**src/rtl/cache_pkg.sv**
```systemverilog
// Shared constants and types for the trace sequencer and the cache_engine benches.
package cache_pkg;

    localparam int unsigned TRACE_ADDR_W = 48;
    localparam int unsigned TRACE_OP_W   = 8;

    localparam logic [TRACE_OP_W-1:0] OP_READ  = 8'h72;
    localparam logic [TRACE_OP_W-1:0] OP_WRITE = 8'h77;

    typedef enum logic [1:0] {
        IDLE = 2'd0,
        RUN  = 2'd1,
        DONE = 2'd2
    } seq_state_t;

    typedef struct packed {
        logic                    last;
        logic [TRACE_OP_W-1:0]   op;
        logic [TRACE_ADDR_W-1:0] addr;
    } trace_entry_t;

endpackage

```
**src/rtl/sync_fifo.sv**
```systemverilog
// First-word-fall-through FIFO with a registered head word; pointers carry an extra
// wrap bit so full and empty are distinguishable.
module sync_fifo #(
    parameter int unsigned WIDTH = 8,
    parameter int unsigned DEPTH = 16
) (
    input  logic             clk,
    input  logic             reset,
    input  logic             push,
    input  logic [WIDTH-1:0] push_data,
    input  logic             pop,
    output logic [WIDTH-1:0] head,
    output logic             empty,
    output logic             full
);

    localparam int unsigned AW = $clog2(DEPTH);
    localparam int unsigned PW = AW + 1;

    logic [PW-1:0]    wr_ptr;
    logic [PW-1:0]    rd_ptr;
    logic [PW-1:0]    rd_ptr_next;
    logic [WIDTH-1:0] mem [DEPTH];
    logic             do_push;
    logic             do_pop;

    assign empty       = (wr_ptr == rd_ptr);
    assign full        = (wr_ptr[AW] != rd_ptr[AW]) && (wr_ptr[AW-1:0] == rd_ptr[AW-1:0]);
    assign do_push     = push && !full;
    assign do_pop      = pop && !empty;
    assign rd_ptr_next = rd_ptr + PW'(do_pop);

    always_ff @(posedge clk) begin
        if (do_push) begin
            mem[wr_ptr[AW-1:0]] <= push_data;
        end
    end

    // Head register tracks mem[rd_ptr]; a write landing on the next read slot forwards.
    always_ff @(posedge clk) begin
        if (reset) begin
            wr_ptr <= '0;
            rd_ptr <= '0;
            head   <= '0;
        end else begin
            if (do_push) begin
                wr_ptr <= wr_ptr + PW'(1);
            end
            rd_ptr <= rd_ptr_next;
            if (do_push && (wr_ptr[AW-1:0] == rd_ptr_next[AW-1:0])) begin
                head <= push_data;
            end else if (do_pop) begin
                head <= mem[rd_ptr_next[AW-1:0]];
            end
        end
    end

endmodule

```
**src/rtl/trace_sequencer.sv**
```systemverilog
// Buffers trace entries and replays legal ones to the cache, dropping illegal actions
// and keeping saturating statistics until the last-tagged entry leaves the FIFO.
module trace_sequencer #(
    parameter int unsigned ADDR_W = 48,
    parameter int unsigned OP_W   = 8,
    parameter int unsigned DEPTH  = 16,
    parameter int unsigned CNT_W  = 18
) (
    input  logic              clk,
    input  logic              reset,
    input  logic              in_valid,
    output logic              in_ready,
    input  logic [ADDR_W-1:0] in_addr,
    input  logic [OP_W-1:0]   in_op,
    input  logic              in_last,
    input  logic              start,
    output logic              out_valid,
    input  logic              out_ready,
    output logic [ADDR_W-1:0] cache_addr,
    output logic [OP_W-1:0]   cache_op,
    output logic              busy,
    output logic              done,
    output logic [CNT_W-1:0]  issued_count,
    output logic [CNT_W-1:0]  read_count,
    output logic [CNT_W-1:0]  write_count,
    output logic [CNT_W-1:0]  dropped_count
);

    import cache_pkg::*;

    localparam int unsigned      ENTRY_W = 1 + OP_W + ADDR_W;
    localparam logic [OP_W-1:0]  RD_OP   = OP_W'(OP_READ);
    localparam logic [OP_W-1:0]  WR_OP   = OP_W'(OP_WRITE);
    localparam logic [CNT_W-1:0] CNT_MAX = '1;

    seq_state_t         state;
    logic [ENTRY_W-1:0] head;
    logic               fifo_empty;
    logic               fifo_full;
    logic               head_last;
    logic               head_is_rd;
    logic               head_is_wr;
    logic               head_legal;
    logic               pop;

    sync_fifo #(
        .WIDTH (ENTRY_W),
        .DEPTH (DEPTH)
    ) u_fifo (
        .clk       (clk),
        .reset     (reset),
        .push      (in_valid),
        .push_data ({in_last, in_op, in_addr}),
        .pop       (pop),
        .head      (head),
        .empty     (fifo_empty),
        .full      (fifo_full)
    );

    assign cache_addr = head[ADDR_W-1:0];
    assign cache_op   = head[ADDR_W +: OP_W];
    assign head_last  = head[ENTRY_W-1];
    assign head_is_rd = (cache_op == RD_OP);
    assign head_is_wr = (cache_op == WR_OP);
    assign head_legal = head_is_rd || head_is_wr;

    // Illegal heads are discarded without waiting for the cache.
    assign out_valid = (state == RUN) && !fifo_empty && head_legal;
    assign pop       = (state == RUN) && !fifo_empty && (head_legal ? out_ready : 1'b1);
    assign in_ready  = !fifo_full;
    assign busy      = (state == RUN);
    assign done      = (state == DONE);

    function automatic logic [CNT_W-1:0] sat_inc(input logic [CNT_W-1:0] c);
        return (c == CNT_MAX) ? c : c + CNT_W'(1);
    endfunction

    always_ff @(posedge clk) begin
        if (reset) begin
            state         <= IDLE;
            issued_count  <= '0;
            read_count    <= '0;
            write_count   <= '0;
            dropped_count <= '0;
        end else begin
            unique case (state)
                IDLE, DONE: begin
                    if (start) begin
                        state         <= RUN;
                        issued_count  <= '0;
                        read_count    <= '0;
                        write_count   <= '0;
                        dropped_count <= '0;
                    end
                end
                RUN: begin
                    if (pop) begin
                        if (head_legal) begin
                            issued_count <= sat_inc(issued_count);
                            if (head_is_rd) begin
                                read_count <= sat_inc(read_count);
                            end
                            if (head_is_wr) begin
                                write_count <= sat_inc(write_count);
                            end
                        end else begin
                            dropped_count <= sat_inc(dropped_count);
                        end
                        if (head_last) begin
                            state <= DONE;
                        end
                    end
                end
                default: state <= IDLE;
            endcase
        end
    end

endmodule
```
**config.mk**
```make
export PLATFORM = sky130hd
export DESIGN_NAME = trace_sequencer
export DESIGN_NICKNAME = d
export VERILOG_FILES = /design/src/rtl/cache_pkg.sv /design/src/rtl/sync_fifo.sv /design/src/rtl/trace_sequencer.sv
export SDC_FILE = /design/constraint.sdc
export NUM_CORES = 1
export LEC_CHECK = 0
export ABC_AREA = 0
export BUFFER_PORTS_ARGS = -buffer_cell sky130_fd_sc_hd__buf_2
export CAP_MARGIN = 20
export CORE_MARGIN = 2
export CORE_UTILIZATION = 55
export DETAILED_ROUTE_END_ITERATION = 10
export PLACE_DENSITY = 0.77
export SLEW_MARGIN = 30
export SYNTH_ARGS = -nofsm -noshare
export SYNTH_HDL_FRONTEND = slang
export SYNTH_SLANG_ARGS = --single-unit
export TNS_END_PERCENT = 10
```
**constraint.sdc**
```tcl
create_clock -name clk -period 6.05 [get_ports clk]
set_input_delay 1.21 -clock clk [delete_from_list [all_inputs] [get_ports clk]]
set_output_delay 1.21 -clock clk [all_outputs]
set_load 0.01 [all_outputs]
```
==> impl_metrics.json <==
{
  "crit_type": "reg2reg",
  "drtIter0Drc": 2779,
  "overflow": 0,
  "seqPwrFrac_pct": 50.4,
  "cts_max_path_buffers": 3,
  "hpwl_um": 51700,
  "min_period_ns": 4.61,
  "hold_depth": 2,
  "core_um2": 75700,
  "dieWidth_um": 280,
  "grt.total_usage_pct": 25.5,
  "maxCapViolations": 0,
  "p_comb_share_pct": 9.9,
  "io_buffer_count": 193,
  "yosysSeqAreaShare_pct": 72.2,
  "fin_hold_ws_ns": 0.485,
  "syn-num-nets": 2401,
  "min_path_type": "reg2reg",
  "grt_pass1_vias": 23500,
  "ant_nets": 0,
  "cts.sinks": 1053,
  "grt_max_degree": 116,
  "hold_violations": 0,
  "avgSynthCellArea_um2": 18.0,
  "status": "completed",
  "vdd_drop_max_v": 0.000266,
  "place_ws_ns": 1.49,
  "synth_edf_count": 912,
  "fp-row-count": 101,
  "drt_pass1_iterations": 7,
  "synthTopCellsByCount": "edfxtp_1 (912), mux4_2 (228), nand2_1 (162)",
  "p_leak_nw": 15.2,
  "power_switching_mw": 3.72,
  "synth.most_common_cell": "edfxtp_1",
  "remaining_drc_errors": 0,
  "clock_latency_ns": 0.68,
  "worst_pin_slew_ns": 1.05,
  "drive_above_1_share_pct": 27.6,
  "p_per_area_nw_per_um2": 341,
  "cp.required_ns": 6.61,
  "wl_um": 99300,
  "crit_fanout": 76,
  "synthCells": 2329,
  "io_pins": 194,
  "skew_ns": 0.0271,
  "hold_buffers": 0,
  "synth_flop_cell": "edfxtp_1",
  "die_y_um": 280,
  "worstPathArrival_ns": 5.17,
  "tns_ns": 0,
  "area_delta_synth_final_pct": 13.2,
  "synth-async-reset-ratio_pct": 0,
  "clkSlewWorstSetupHoldPaths_ns": 0.06,
  "yosys.area.top_type": "edfxtp_1",
  "dieArea_um2": 78300,
  "vias": 23300,
  "grt_pass1_wl_um": 148000,
  "yosys.area.top_type_share_pct": 65.4,
  "htreeDepth": 3,
  "wire_per_inst_um": 27.8,
  "netSwitchingFraction_pct": 23.0,
  "synth_area_um2": 41800,
  "power.internal_mw": 12.4,
  "cts_resized": 0,
  "endpoint_kind": "register",
  "synthTopCellsByArea": "edfxtp_1 (65%), mux4_2 (12%), dfxtp_1 (6.7%), mux2_2 (1.5%), nand2_1 (1.5%)",
  "post_cts_buffers": 0,
  "timing.fmax_mhz": 217,
  "pwr-share-clk_pct": 39.7,
  "nets": 2570,
  "gp_congestion": 0.850,
  "antenna_found_initial": 16,
  "worstRegToRegCells": 12,
  "worstSetupStartpointType": "register",
  "cts_buffers": 103,
  "setup_viol": 0,
  "ys_warn_count": 0,
  "rsz0062_at_grt": "false",
  "period_share_pct": 76.3,
  "ys_types": 56,
  "start_util_pct": 55.3,
  "cts_tree": "done",
  "synth_seq_cells": 1053,
  "cts-root-buf": "clkbuf_16",
  "viasPerCell": 6.54,
  "maxSlewHeadroom_pct": 29.9,
  "fin_ws_ns": 1.44,
  "drv_slew": 0
}
-- through the flow --
step	utilization (%)	std cells	cell area, um2	power, mW
3_3_place_gp	57.8	3363	43700	9.82
3_5_place_dp	57.9	3366	43800	9.88
6_report	62.6	3570	47400	16.2
2_1_floorplan	-	2329	41900	9.47
4_1_cts	62.4	3560	47200	16.2
5_1_grt	62.6	3569	47400	16.6
-- critical path: stages (launching register included) --
cell	delay, ns
dfxtp_1	0.67
xor2_1	0.20
nor4_4	0.52
a21oi_2	0.21
o21ai_4	0.11
inv_2	0.07
ha_4	0.17
ha_4	0.66
xor2_1	0.17
nor2_1	0.21
nand4b_4	0.61
buf_12	0.51
a311oi_1	0.32
-- kinds of logic (layout without fill, tap and decap cells) --
family / Yosys count / in the layout / share of synthesized area [%]
buffers and inverters: 198 / 456 / 2.46
muxes: 343 / 343 / 15.2
and+or+nand+nor: 417 / 417 / 4.60
adders and majority gates: 10 / 10 / 0.299
xor gates and xnor gates: 21 / 21 / 0.439
AOI/OAI and AO/OA: 287 / 287 / 4.83
DFF: 1053 / 1053 / 72.2
other: 0 / 5 / 0
-- placed cells by master (no fill, tap or decap), types with 57 or more instances in the layout --
cell type and instances:
a311oi_1 57, buf_2 192, clkbuf_16 104, dfxtp_1 141, edfxtp_1 912, mux2_2 57
mux2i_1 58, mux4_2 228, nand2_1 162, nor2_1 100, o211ai_1 67
-- registers in the layout, indices dropped and copies added, names as in the netlist --
signal and flops:
write_count 18, issued_count 18, u_fifo.rd_ptr 5, u_fifo.wr_ptr 5
state 2, u_fifo.mem 912, dropped_count 18, read_count 18
u_fifo.head 57
-- power by group through the flow --
stage	Sequential, mW	Combinational, mW	Clock (mW)
finish	8.14	1.60	6.42
global route	8.15	1.72	6.75
CTS	8.14	1.61	6.50
detailed placement	8.29	1.59	0
global placement	8.28	1.54	0
floorplan	8.25	1.22	0
-- worst paths after layout --
path | slack [ns] | end | from
min reg2reg | 0.48 | u_fifo.head[45] | u_fifo.head[45]
max | 1.44 | u_fifo.head[12] | u_fifo.wr_ptr[2]
min | 0.48 | u_fifo.head[45] | u_fifo.head[45]
max reg2reg | 1.44 | u_fifo.head[12] | u_fifo.wr_ptr[2]
-- area by class of cell --
type	count	area, um2
Tap cell	978	1220
Clock buffer	144	2860
Antenna cell	5	12.5
Sequential cell	1053	30200
Timing Repair Buffer	249	1650
Inverter	13	48.8
Clock inverter	50	557
Fill cell	4976	28300
Multi-Input combinational cell	1078	10800
-- routing by layer --
layer / global-route usage [%] / vias up / part of all wire (%)
met5: 0 / - / 0.12
li1: - / 9716 / -
met2: 41.4 / 1472 / 48
met1: 34.9 / 11900 / 38
met4: 8.65 / 18 / 2.7
met3: 5.14 / 218 / 11
Note: power is estimated with default switching activity, not from simulation.
